## config.mk

```make
export PLATFORM = sky130hd
export DESIGN_NAME = imit_param_loader
export DESIGN_NICKNAME = d
export VERILOG_FILES = /design/src/rtl/imit_param_pkg.sv /design/src/rtl/imit_param_loader.sv
export SDC_FILE = /design/constraint.sdc
export NUM_CORES = 1
export LEC_CHECK = 0
export ABC_AREA = 1
export BUFFER_PORTS_ARGS = -buffer_cell sky130_fd_sc_hd__buf_2
export CAP_MARGIN = 40
export CORE_MARGIN = 4
export CORE_UTILIZATION = 25
export DETAILED_ROUTE_END_ITERATION = 10
export GPL_TIMING_DRIVEN = 0
export PLACE_DENSITY_LB_ADDON = 0.3
export SLEW_MARGIN = 20
export SYNTH_ARGS = -nofsm -noshare
export SYNTH_HDL_FRONTEND = slang
export SYNTH_SLANG_ARGS = --single-unit
```

## constraint.sdc

```tcl
create_clock -name clk -period 1.95 [get_ports clk]
set_clock_uncertainty 0.2 [all_clocks]
set_input_delay 0.39 -clock clk [delete_from_list [all_inputs] [get_ports clk]]
set_output_delay 0.39 -clock clk [all_outputs]
set_load 0.05 [all_outputs]
```

## src/rtl/imit_param_pkg.sv

```systemverilog
// ----------------------------------------------------------------------------
// imit_param_pkg
// Shared types and helpers for the imitator parameter loader.
//   state_e      : loader FSM states (IDLE waits for words, ARMED waits for epoch)
//   commit_addr  : address of the commit command (all-ones in the addr field)
//   addr_lsb     : bit position of the addr field inside sync_data
//   data_msb     : top bit of the data field inside sync_data
//   CMT_IMM      : data bit of a commit word selecting an immediate copy
// ----------------------------------------------------------------------------
package imit_param_pkg;

    typedef enum logic {
        IDLE  = 1'b0,
        ARMED = 1'b1
    } state_e;

    localparam int CMT_IMM = 0;

    function automatic int commit_addr(input int addr_w);
        return (1 << addr_w) - 1;
    endfunction

    // sync_data = {addr, data}: addr sits directly above the data field.
    function automatic int addr_lsb(input int data_w);
        return data_w;
    endfunction

    function automatic int data_msb(input int data_w);
        return data_w - 1;
    endfunction

endpackage

```

## src/rtl/imit_param_loader.sv

```systemverilog
// ----------------------------------------------------------------------------
// imit_param_loader
// Destination-clock consumer of the CDC word channel. Words land in a shadow
// bank; a commit word moves dirty shadow registers into the active bank either
// at once or at the next imitator code epoch, so parameter sets change
// atomically on a code boundary.
//
// Ports
//   clk          in   destination clock
//   reset_n      in   asynchronous active-low reset
//   ready        in   one-cycle word strobe, sync_data valid in that cycle
//   sync_data    in   {addr, data}, addr in the MSBs
//   epoch        in   one-cycle code-epoch strobe
//   active_regs  out  active bank, reg i at [i*DATA_W +: DATA_W]
//   update       out  one-cycle pulse the cycle after any active-bank copy
//   armed        out  high while waiting for an epoch (FSM state)
//   dirty        out  per-register shadow-written-since-last-copy flags
//   addr_err     out  one-cycle pulse the cycle after an invalid address
//   timeout      out  sticky, set when an armed wait times out
// ----------------------------------------------------------------------------
module imit_param_loader
    import imit_param_pkg::*;
#(
    parameter int N_REGS    = 8,
    parameter int DATA_W    = 32,
    parameter int ADDR_W    = 4,
    parameter int TO_CYCLES = 0
) (
    input  logic                       clk,
    input  logic                       reset_n,
    input  logic                       ready,
    input  logic [ADDR_W+DATA_W-1:0]   sync_data,
    input  logic                       epoch,
    output logic [N_REGS*DATA_W-1:0]   active_regs,
    output logic                       update,
    output logic                       armed,
    output logic [N_REGS-1:0]          dirty,
    output logic                       addr_err,
    output logic                       timeout
);

    localparam int ADDR_LSB = addr_lsb(DATA_W);
    localparam int DATA_MSB = data_msb(DATA_W);
    localparam logic [ADDR_W-1:0] COMMIT   = ADDR_W'(commit_addr(ADDR_W));
    localparam logic [ADDR_W-1:0] N_REGS_A = ADDR_W'(N_REGS);

    // Word decode
    logic [ADDR_W-1:0] wr_addr;
    logic [DATA_W-1:0] wr_data;
    logic              wr_en;
    logic              cmd_any;
    logic              cmd_imm;
    logic              cmd_epc;
    logic              bad_addr;

    assign wr_addr  = sync_data[ADDR_LSB +: ADDR_W];
    assign wr_data  = sync_data[DATA_MSB:0];
    assign wr_en    = ready && (wr_addr < N_REGS_A);
    assign cmd_any  = ready && (wr_addr == COMMIT);
    assign cmd_imm  = cmd_any && wr_data[CMT_IMM];
    assign cmd_epc  = cmd_any && !wr_data[CMT_IMM];
    assign bad_addr = ready && !(wr_addr < N_REGS_A) && (wr_addr != COMMIT);

    // FSM
    state_e state_q, state_d;
    logic   copy_en;
    logic   to_hit;     // armed wait has reached its last allowed cycle
    logic   to_fire;    // forced copy because no epoch arrived in time

    always_ff @(posedge clk or negedge reset_n) begin
        if (!reset_n) state_q <= IDLE;
        else          state_q <= state_d;
    end

    always_comb begin
        state_d = state_q;
        case (state_q)
            IDLE:    if (cmd_epc) state_d = ARMED;
            ARMED:   if (copy_en) state_d = IDLE;
            default: state_d = IDLE;
        endcase
    end

    always_comb begin
        copy_en = 1'b0;
        to_fire = 1'b0;
        case (state_q)
            IDLE: copy_en = cmd_imm;
            ARMED: begin
                // An epoch or immediate commit on the timeout edge wins: it is
                // a normal copy and the sticky timeout flag is not raised.
                to_fire = to_hit && !epoch && !cmd_imm;
                copy_en = epoch || cmd_imm || to_fire;
            end
            default: ;
        endcase
    end

    // Armed-wait counter, only present when a timeout is configured
    if (TO_CYCLES > 0) begin : g_to
        localparam int CNT_W = $clog2(TO_CYCLES + 1);
        localparam logic [CNT_W-1:0] CNT_LAST = CNT_W'(TO_CYCLES - 1);
        localparam logic [CNT_W-1:0] CNT_MAX  = CNT_W'(TO_CYCLES);

        logic [CNT_W-1:0] cnt_q, cnt_d;

        // Held at zero outside ARMED, so arming always starts from zero and
        // a repeated epoch commit while armed does not restart the count.
        always_comb begin
            cnt_d = '0;
            if (state_q == ARMED)
                cnt_d = (cnt_q == CNT_MAX) ? cnt_q : cnt_q + CNT_W'(1);
        end

        always_ff @(posedge clk or negedge reset_n) begin
            if (!reset_n) cnt_q <= '0;
            else          cnt_q <= cnt_d;
        end

        assign to_hit = (state_q == ARMED) && (cnt_q == CNT_LAST);
    end else begin : g_no_to
        assign to_hit = 1'b0;
    end

    // Status flags
    logic update_q, addr_err_q, timeout_q, timeout_d;

    always_comb begin
        timeout_d = timeout_q;
        if (to_fire)      timeout_d = 1'b1;
        else if (cmd_any) timeout_d = 1'b0;
    end

    always_ff @(posedge clk or negedge reset_n) begin
        if (!reset_n) begin
            update_q   <= 1'b0;
            addr_err_q <= 1'b0;
            timeout_q  <= 1'b0;
        end else begin
            update_q   <= copy_en;
            addr_err_q <= bad_addr;
            timeout_q  <= timeout_d;
        end
    end

    assign update   = update_q;
    assign addr_err = addr_err_q;
    assign timeout  = timeout_q;
    assign armed    = (state_q == ARMED);

    // Register bank: one shadow/active/dirty slice per register
    for (genvar i = 0; i < N_REGS; i++) begin : g_reg
        logic [DATA_W-1:0] shadow_q, shadow_d;
        logic [DATA_W-1:0] active_q, active_d;
        logic              dirty_q, dirty_d;
        logic              wr_hit;

        assign wr_hit = wr_en && (wr_addr == ADDR_W'(i));

        // The copy reads the pre-edge shadow; a write on the same edge sets
        // dirty again so it is picked up by the next commit.
        always_comb begin
            shadow_d = shadow_q;
            active_d = active_q;
            dirty_d  = dirty_q;
            if (copy_en && dirty_q) begin
                active_d = shadow_q;
                dirty_d  = 1'b0;
            end
            if (wr_hit) begin
                shadow_d = wr_data;
                dirty_d  = 1'b1;
            end
        end

        always_ff @(posedge clk or negedge reset_n) begin
            if (!reset_n) begin
                shadow_q <= '0;
                active_q <= '0;
                dirty_q  <= 1'b0;
            end else begin
                shadow_q <= shadow_d;
                active_q <= active_d;
                dirty_q  <= dirty_d;
            end
        end

        assign active_regs[i*DATA_W +: DATA_W] = active_q;
        assign dirty[i]                        = dirty_q;
    end

endmodule

```

=== Word level (Yosys, flattened, before mapping) ===
Index checks and enable logic that the tools add are counted.

* Bits in registers: 523
* Bits of input ports: 40
* Output and inout bits: 268
* Word-level logic and storage cells: 92

* Magnitude comparators: 1
* Equality and inequality tests: 9
* Multiplexer cells: 20
* Bitwise gates (word level): 1
* Reductions and logical operators: 34

{| class="wikitable"
|+ Operators by type and width
! cell !! count
|-
| logical AND 1 bit || 22
|-
| 2-to-1 mux 1 bit || 18
|-
| equality test 4 x 3 -> 1 bit (second input constant) || 4
|-
| nonzero test 2 bit || 8
|-
| equality test 4 x 2 -> 1 bit (second input constant) || 2
|-
| equality test 4 x 1 -> 1 bit (second input constant) || 1
|-
| equality test 4 bit (second input constant) || 1
|-
| zero test 4 bit || 1
|-
| < comparator 4 bit (second input constant) || 1
|-
| inequality test 4 bit (second input constant) || 1
|-
| case mux 1 bit (2 select lines) || 2
|-
| zero test 1 bit || 2
|-
| logical OR 1 bit || 1
|-
| inverter 1 bit || 1
|}

=== Longest topological paths before layout ===
Gate-level depths: netlist of the first run.

* Depth in word-level cells: 8
* Depth in mapped cells: 9
* Mapped depth without buffers: 7

=== Worst setup path before layout of the first run ===
Ideal clock, no wire load.

* Kind: reg2reg
* From: register state_q, in the netlist armed
* To: register g_reg[2].active_q[10]
* Library setup time: 119 ps
* Arrival time: 1569 ps
* Data required time: 1631 ps
* Slack: 62 ps
* Stages on the path, launching flop included: 8
* Path buffers: 2
* Clock period less this slack: 1888 ps
* Cells stage by stage: dfrtp_1 nand2_1 nand2_2 buf_8 nand2_4 buf_2 nand2_1 nand2_1

* Cells in the longest elaborated chain, start to end: 3

{| class="wikitable"
|+ Ends and longest elaborated chain
! what !! RTL line !! RTL
|-
| from (decl) || imit_param_loader.sv:65 || <nowiki>state_e state_q, state_d;</nowiki>
|-
| from (signal assigned) || imit_param_loader.sv:72 || <nowiki>else state_q <= state_d;</nowiki>
|-
| inverter 1 bit || imit_param_loader.sv:87 || <nowiki>case (state_q)</nowiki>
|-
| case mux 1 bit (2 select lines) (*) || imit_param_loader.sv:87 ||
|-
| logical AND 1 bit (*) || imit_param_loader.sv:166 || <nowiki>if (copy_en && dirty_q) begin</nowiki>
|-
| to (signal assigned) || imit_param_loader.sv:183 || <nowiki>active_q <= active_d;</nowiki>
|-
| to (decl) || imit_param_loader.sv:154 || <nowiki>logic [DATA_W-1:0] active_q, active_d;</nowiki>
|}

Mark *: on every way between the ends. The rest lies on a longest branch, timed or not.
A chain may end at the register's enable or synchronous reset.

=== Final worst setup path of the first run ===
* From: register g_reg[1].active_q[0]
* To: output active_regs[32]

{| class="wikitable"
|+ RTL lines
! what !! RTL line !! RTL
|-
| from (decl) || imit_param_loader.sv:154 ||
|-
| from (signal assigned) || imit_param_loader.sv:183 ||
|-
| to (decl) || imit_param_loader.sv:34 || <nowiki>output logic [N_REGS*DATA_W-1:0] active_regs,</nowiki>
|}

No word-level cell between the ends.

==> summary.md, run 1 <==
| Metric | Value |
|---|---|
| Status | finished with violations |
| Failing checks | negative hold slack |
| Final hold vios | 189 |
| # rows | 102 |
| IO Pins | 308 |
| FF-to-FF Start | armed$_DFF_PN0_ |
| Vias | 15600 |
| Layout area overhead | 26.9% |
| RSZ-0062 raised after global routing | no |
| CP delay by family, top | flip-flops |
| Power Dens Cells | 1690 nW/um^2 |
| Post CTS Setup Buffer Count | 0 |
| Pins Over Slew Limit | 0 |
| CTS tree | done |
| Worst hold slack | -0.109 ns |
| Die Footprint | 83800 um^2 |
| CP max-delay cell | dfrtp_1 |
| Clock sinks | 523 |
| Clock buffer count from CTS | 58 |
| Core area | 78000 um^2 |
| Net Sw Power | 18.1 mW |
| CP Capture Type | output pin |
| CTS H-tree lvls | 2 |
| Grt ovf | 0 |
| Worst-Margin Slew | 0.737 ns |
| CTS clk-pin slew, worst paths | 0.06 ns |
| Clock power share | 27.8% |
| CP Buf/Inv Count | 1 |
| Worst r2r path cells | 6 |
| IO Port Bufs | 306 |
| #FFs+latches synth | 523 |
| Sw Share | 42.8% |
| Req. time, crit path | 1.36 ns |
| Max_slew headroom | 50.8% |
| Syn. warnings | 0 |
| Largest net degree at the start of global routing | 98 |
| Dpl cells | 3390 |
| Share of cells above drive strength 1 | 20.5% |
| Crit path cell chain | buf_2 |
| Routed Antenna Nets | 0 |
| Seq/Total Area, Yosys | 66.1% |
| Worst flop-to-flop path endpoint | g_reg[1].active_q[21]$_DFFE_PN0P_ |
| Hold_buf cts | 10 |
| Crit path largest cell delay | 0.43 ns |
| Via density | 4.44 |
| DRT iter0 DRCs | 1080 |
| Met1 wire length | 31.8 mm |
| Horiz. Die Dim | 289 um |
| Drt wl/cell | 19.8 um |
| Setup CP Type | flop to output pin |
| Final WL | 69.5 mm |
| Yosys cell types | 20 |
| Cells after synthesis | 2038 |
| Min Tclk post-route | 1.92 ns |
| Combinational Power Share | 35.1% |
| Worst-path fanout max | 2 |
| CTS root buffer | clkbuf_16 |
| Antenna violations before repair | 5 |
| Register share of total power | 37.1% |
| # DRC | 0 |
| Period Utilization, post-route | 98.5% |
| Global placement routability congestion | 0.763 |
| Longest Clk Path Bufs | 3 |
| First-pass GRT wire length | 103 mm |
| Fmax | 521 MHz |
| Vias in the first global route | 15700 |
| Max layer used | met5 |
| Commonest cells after routing, fill and taps aside | nand2_1 (782), dfrtp_1 (523), buf_2 (307) |
| Finished Layout Cells | 3508 |
| Static leakage | 13.5 nW |
| Iteration count of the initial detailed-routing pass | 5 |
| Syn Nets | 2078 |
| Hold Path Class | input port to async pin |
| Met3 routed wirelength | 3.74 mm |
| Initial Util | 25.4% |
| Mean post-synth cell area | 9.72 um^2 |
| R2r setup slk | 0.10 ns |
| Total Neg Setup Slack | 0 ns |
| Endpoints failing setup | 0 |
| Total track usage | 16.5% |
| Critical path arrival | 1.33 ns |
| DPL Wire Length | 50.7 mm |
| Crit start category | flop |
| Clk Latency, worst-skew pair | 0.60 ns |
| Int Pwr | 24.3 mW |
| Die extent in y | 289 um |
| Synth Cell Area | 19800 um^2 |
| Fin nets | 2460 |
| Most common cell after layout, fill and taps aside | nand2_1 |
| VDD IR-drop max | 0.926 mV |
| Max_cap viols | 0 |
| DR WL met2 | 32.0 mm |
flip-flops by register name, indices dropped and copies added (netlist names):
name	flops
g.active_q	256
g.shadow_q	256
g.dirty_q	8
addr_err	1
armed	1
update	1
kinds of logic (layout without fill, tap and decap cells):
group / count (synthesis) / in the layout / share of synthesized area (%)
other: 1 / 4 / 0.0189
buffers and inverters: 186 / 613 / 4.95
AND/OR/NAND/NOR: 1071 / 1071 / 22.4
AO/OA/AOI/OAI: 257 / 257 / 6.50
flip-flops: 523 / 523 / 66.1
power groups by stage:
stage	clock (mW)	combinational [mW]	sequential, mW
2_1_floorplan	0	3.64	22.5
3_3_place_gp	0	14.7	15.9
3_5_place_dp	0	14.9	15.9
4_1_cts	12.1	15.0	15.7
5_1_grt	12.5	16.0	16.1
6_report	11.8	14.9	15.7
worst max-delay path by stage:
stage | startpoint | to | slack (ns) | depth (start not counted)
final | g_reg[1].active_q[0]$_DFFE_PN0P_ | active_regs[32] | 0.03 | 1
after floorplan | armed$_DFF_PN0_ | g_reg[2].active_q[10]$_DFFE_PN0P_ | 0.06 | 7
after detailed placement | sync_data[35] | g_reg[5].active_q[1]$_DFFE_PN0P_ | -0.68 | 9
after global routing | g_reg[1].active_q[0]$_DFFE_PN0P_ | active_regs[32] | 0.0004 | 1
after global placement | reset_n | g_reg[0].active_q[27]$_DFFE_PN0P_ | -11.15 | 1
after CTS | g_reg[3].dirty_q$_DFFE_PN0P_ | dirty[3] | 0.0007 | 2
layout make-up:
| cell class | count | area (um^2) |
|---|---|---|
| fill | 8270 | 52800 |
| sequential | 523 | 13100 |
| multi-input combinational | 1329 | 5760 |
| timing repair buffer | 322 | 1930 |
| clock buffer | 80 | 1680 |
| tap | 1040 | 1300 |
| buffer | 150 | 872 |
| clock inverter | 25 | 369 |
| inverter | 36 | 135 |
| antenna | 3 | 7.51 |
timing repair:
item	CTS	global route
resized for setup	25	18
endpoints found under the hold margin	280	181
endpoints found under the setup margin	269	26
cells in the mapped netlist:
cell      count  area (um^2)
buf_6        15          169
or2_2         1         6.26
buf_2        19         95.1
nor2_4        1         11.3
nand4_1       4         25.0
nand2_1     783         2940
nand2_4       7         78.8
dfrtp_1     523        13100
clkbuf_1     79          297
nand2_2       1         6.26
nand3_4       1         17.5
conb_1        1         3.75
nor2_1        6         22.5
inv_1        36          135
buf_4        36          270
buf_8         1         15.0
nor3_1        1         5.00
a21oi_1       1         5.00
o21ai_0     256         1280
nand3_1     266         1330
per-stage QoR:
stage               setup WS, ns  total power, mW  util [%]  instance area [um^2]
CTS                     0.000665             42.9      32.2                 25100
detailed placement        -0.683             30.8      29.3                 22800
global route            0.000358             44.6      32.2                 25100
floorplan                 0.0621             26.1         -                 19800
global placement          -11.15             30.6      29.0                 22600
finish                    0.0299             42.4      32.2                 25100
layer usage:
| layer | GRT usage, % | vias to the layer above |
|---|---|---|
| met5 | 0 | - |
| met4 | 4.72 | 4 |
| met3 | 3.23 | 100 |
| met2 | 26.3 | 350 |
| met1 | 22.9 | 7754 |
| li1 | - | 7369 |
Power figures use the tool's default switching activity.
==> run 2, diff against run 1 <==
--- a/config.mk
+++ b/config.mk
@@ -8,8 +8,8 @@
 export ABC_AREA = 1
 export BUFFER_PORTS_ARGS = -buffer_cell sky130_fd_sc_hd__buf_2
 export CAP_MARGIN = 40
-export CORE_MARGIN = 4
-export CORE_UTILIZATION = 25
+export CORE_MARGIN = 2
+export CORE_UTILIZATION = 40
 export DETAILED_ROUTE_END_ITERATION = 10
 export GPL_TIMING_DRIVEN = 0
 export PLACE_DENSITY_LB_ADDON = 0.3
==> summary.md, run 2 (synthesized netlist as in run 1, its figures left out) <==
| Metric | Value |
|---|---|
| Post CTS Setup Buffer Count | 0 (unchanged) |
| Fmax | 524 MHz (+0.62%) |
| Status | finished with violations |
| Vias | 15900 (+2.3%) |
| Pins Over Slew Limit | 0 (unchanged) |
| Largest regs | g.active_q (256), g.shadow_q (256), g.dirty_q (8) |
| Die Footprint | 51300 um^2 (-39%) |
| Max_cap viols | 0 (unchanged) |
| CTS clk-pin slew, worst paths | 0.06 ns (about the same) |
| Most common cell after layout, fill and taps aside | nand2_1 |
| Vias in the first global route | 15500 (-1.5%) |
| Failing checks | negative hold slack |
| Min Tclk post-route | 1.91 ns (-0.0118 ns) |
| # rows | 81 (-21%) |
| Power Dens Cells | 1690 nW/um^2 (about the same) |
| CP max-delay cell | dfrtp_1 |
| Horiz. Die Dim | 226 um (-22%) |
| IO Pins | 308 (unchanged) |
| Total Neg Setup Slack | 0 ns (unchanged) |
| First-pass GRT wire length | 90.9 mm (-12%) |
| CP Capture Type | output pin |
| Largest net degree at the start of global routing | 105 (+7.1%) |
| Commonest cells after routing, fill and taps aside | nand2_1 (782), dfrtp_1 (523), buf_2 (317) |
| Fillers | 4591 (-44%) |
| Routed Antenna Nets | 0 (unchanged) |
| Via density | 5.11 (+15%) |
| Drt wl/cell | 19.2 um (-2.8%) |
| Share of cells above drive strength 1 | 20.0% (-0.54 points) |
| CTS tree | done |
| Initial Util | 40.5% (+15 points) |
| Antenna violations before repair | 2 (-3) |
| Layout area overhead | 22.9% |
| Worst-path fanout max | 2 (unchanged) |
| Endpoints failing setup | 0 (unchanged) |
| Longest Clk Path Bufs | 3 (unchanged) |
| Grt ovf | 0 (unchanged) |
| Worst-Margin Slew | 0.629 ns (-0.108 ns) |
| Final WL | 60.1 mm (-14%) |
| Clk Latency, worst-skew pair | 0.59 ns (about the same) |
| Static leakage | 13.4 nW (-0.99%) |
| Setup CP Type | flop to output pin |
| Total track usage | 23.5% (+7.0 points) |
| Placed inst area | 22300 um^2 (-2.2%) |
| Max_slew headroom | 58.0% (+7.2 points) |
| Fin nets | 2456 (-0.16%) |
| CTS root buffer | clkbuf_16 |
| Iteration count of the initial detailed-routing pass | 5 (unchanged) |
| Clock buffer count from CTS | 55 (-5.2%) |
| Clock sinks | 523 (unchanged) |
| DPL Wire Length | 43.4 mm (-14%) |
| Die extent in y | 226 um (-22%) |
| Hold Path Class | input port to async pin |
| Worst hold slack | -0.0878 ns (+0.0210 ns) |
| Hold_buf cts | 10 (unchanged) |
| IO Port Bufs | 306 (unchanged) |
| Design area | 24300 um^2 (-3.2%) |
| Crit path cell chain | buf_4, buf_2 |
| RSZ-0062 raised after global routing | no |
| # DRC | 0 (unchanged) |
| Crit start category | flop |
| Total power | 41.0 mW (-3.2%) |
| CTS H-tree lvls | 2 (unchanged) |
| Post-Place Setup Slack | -0.501 ns (+0.182 ns) |
| Critical path arrival | 1.32 ns (about the same) |
| Core area | 49000 um^2 (-37%) |
| Ant. Diodes | 0 (-3) |
| DRT iter0 DRCs | 1499 (+39%) |
| Crit path largest cell delay | 0.35 ns (-0.08 ns) |
| Period Utilization, post-route | 97.9% (-0.60 points) |
| Req. time, crit path | 1.36 ns (about the same) |
| Fin worst setup slack | 0.0417 ns (+0.0118 ns) |
| VDD IR-drop max | 0.919 mV (-0.80%) |
| Global placement routability congestion | 0.827 (+8.4%) |
| Final hold vios | 154 (-19%) |
-- run 2: cell count changes in the layout (fill, tap and decap cells not counted), moves of 2 or more --
cell	delta
diode_2	-3
buf_2	+10
clkinv_2	-2
clkbuf_2	-3
bufinv_16	-5
clkbuf_16	-2
nand3_2	-2
buf_12	+3
buf_6	-7
clkbuf_1	+5
buf_16	-4
buf_4	-3
nand3_1	+2
-- run 2: worst max-delay path, delay by kind of cell (launching register included) --
family	cells	cell delay [ns]
buffers and inverters	2	0.38
flip-flops	1	0.35
-- run 2: final cells by class --
| type | count | area [um^2] | share of cell area (%) |
|---|---|---|---|
| clock buffer | 80 | 1630 | 6.71 |
| timing repair buffer | 321 | 1840 | 7.58 |
| clock inverter | 18 | 210 | 0.863 |
| inverter | 36 | 135 | 0.555 |
| tap | 664 | 831 | 3.41 |
| buffer | 150 | 857 | 3.52 |
| multi-input combinational | 1329 | 5750 | 23.6 |
| sequential | 523 | 13100 | 53.8 |
-- run 2: metrics by stage --
stage	cells	util, %
global route	3121	49.7
CTS	3121	49.7
detailed placement	3013	45.6
floorplan	2038	-
finish	3121	49.7
global placement	3008	45.3
-- run 2: path summary, 6_finish.rpt --
check,start,to,slack (ns),depth (start not counted)
max in group asynchronous,reset_n,g_reg[3].active_q[8]$_DFFE_PN0P_,0.25,7
min in group clk,epoch,g_reg[7].dirty_q$_DFFE_PN0P_,0.06,4
worst min-delay path,reset_n,g_reg[0].active_q[26]$_DFFE_PN0P_,-0.09,5
worst max-delay path,g_reg[7].dirty_q$_DFFE_PN0P_,dirty[7],0.04,2
worst max register to register,armed$_DFF_PN0_,g_reg[7].active_q[21]$_DFFE_PN0P_,0.05,6
worst min register to register,g_reg[7].active_q[31]$_DFFE_PN0P_,g_reg[7].active_q[31]$_DFFE_PN0P_,0.26,2
-- run 2: repair_timing --
item,CTS,global route
gates resized for setup,10,8
hold endpoints to repair,221,102
setup endpoints to repair,256,6
-- run 2: power by group --
| part | leakage, nW | internal [mW] | switching, mW |
|---|---|---|---|
| registers | 6.89 | 13.9 | 1.87 |
| logic | 5.59 | 3.10 | 11.5 |
| clock network | 0.907 | 6.32 | 4.31 |
-- run 2: per-layer routing --
layer	GRT usage (%)	part of all wire, %
met5	0	0.023
met4	8.00	3.1
met3	4.50	6.9
met2	36.2	45
met1	33.4	45
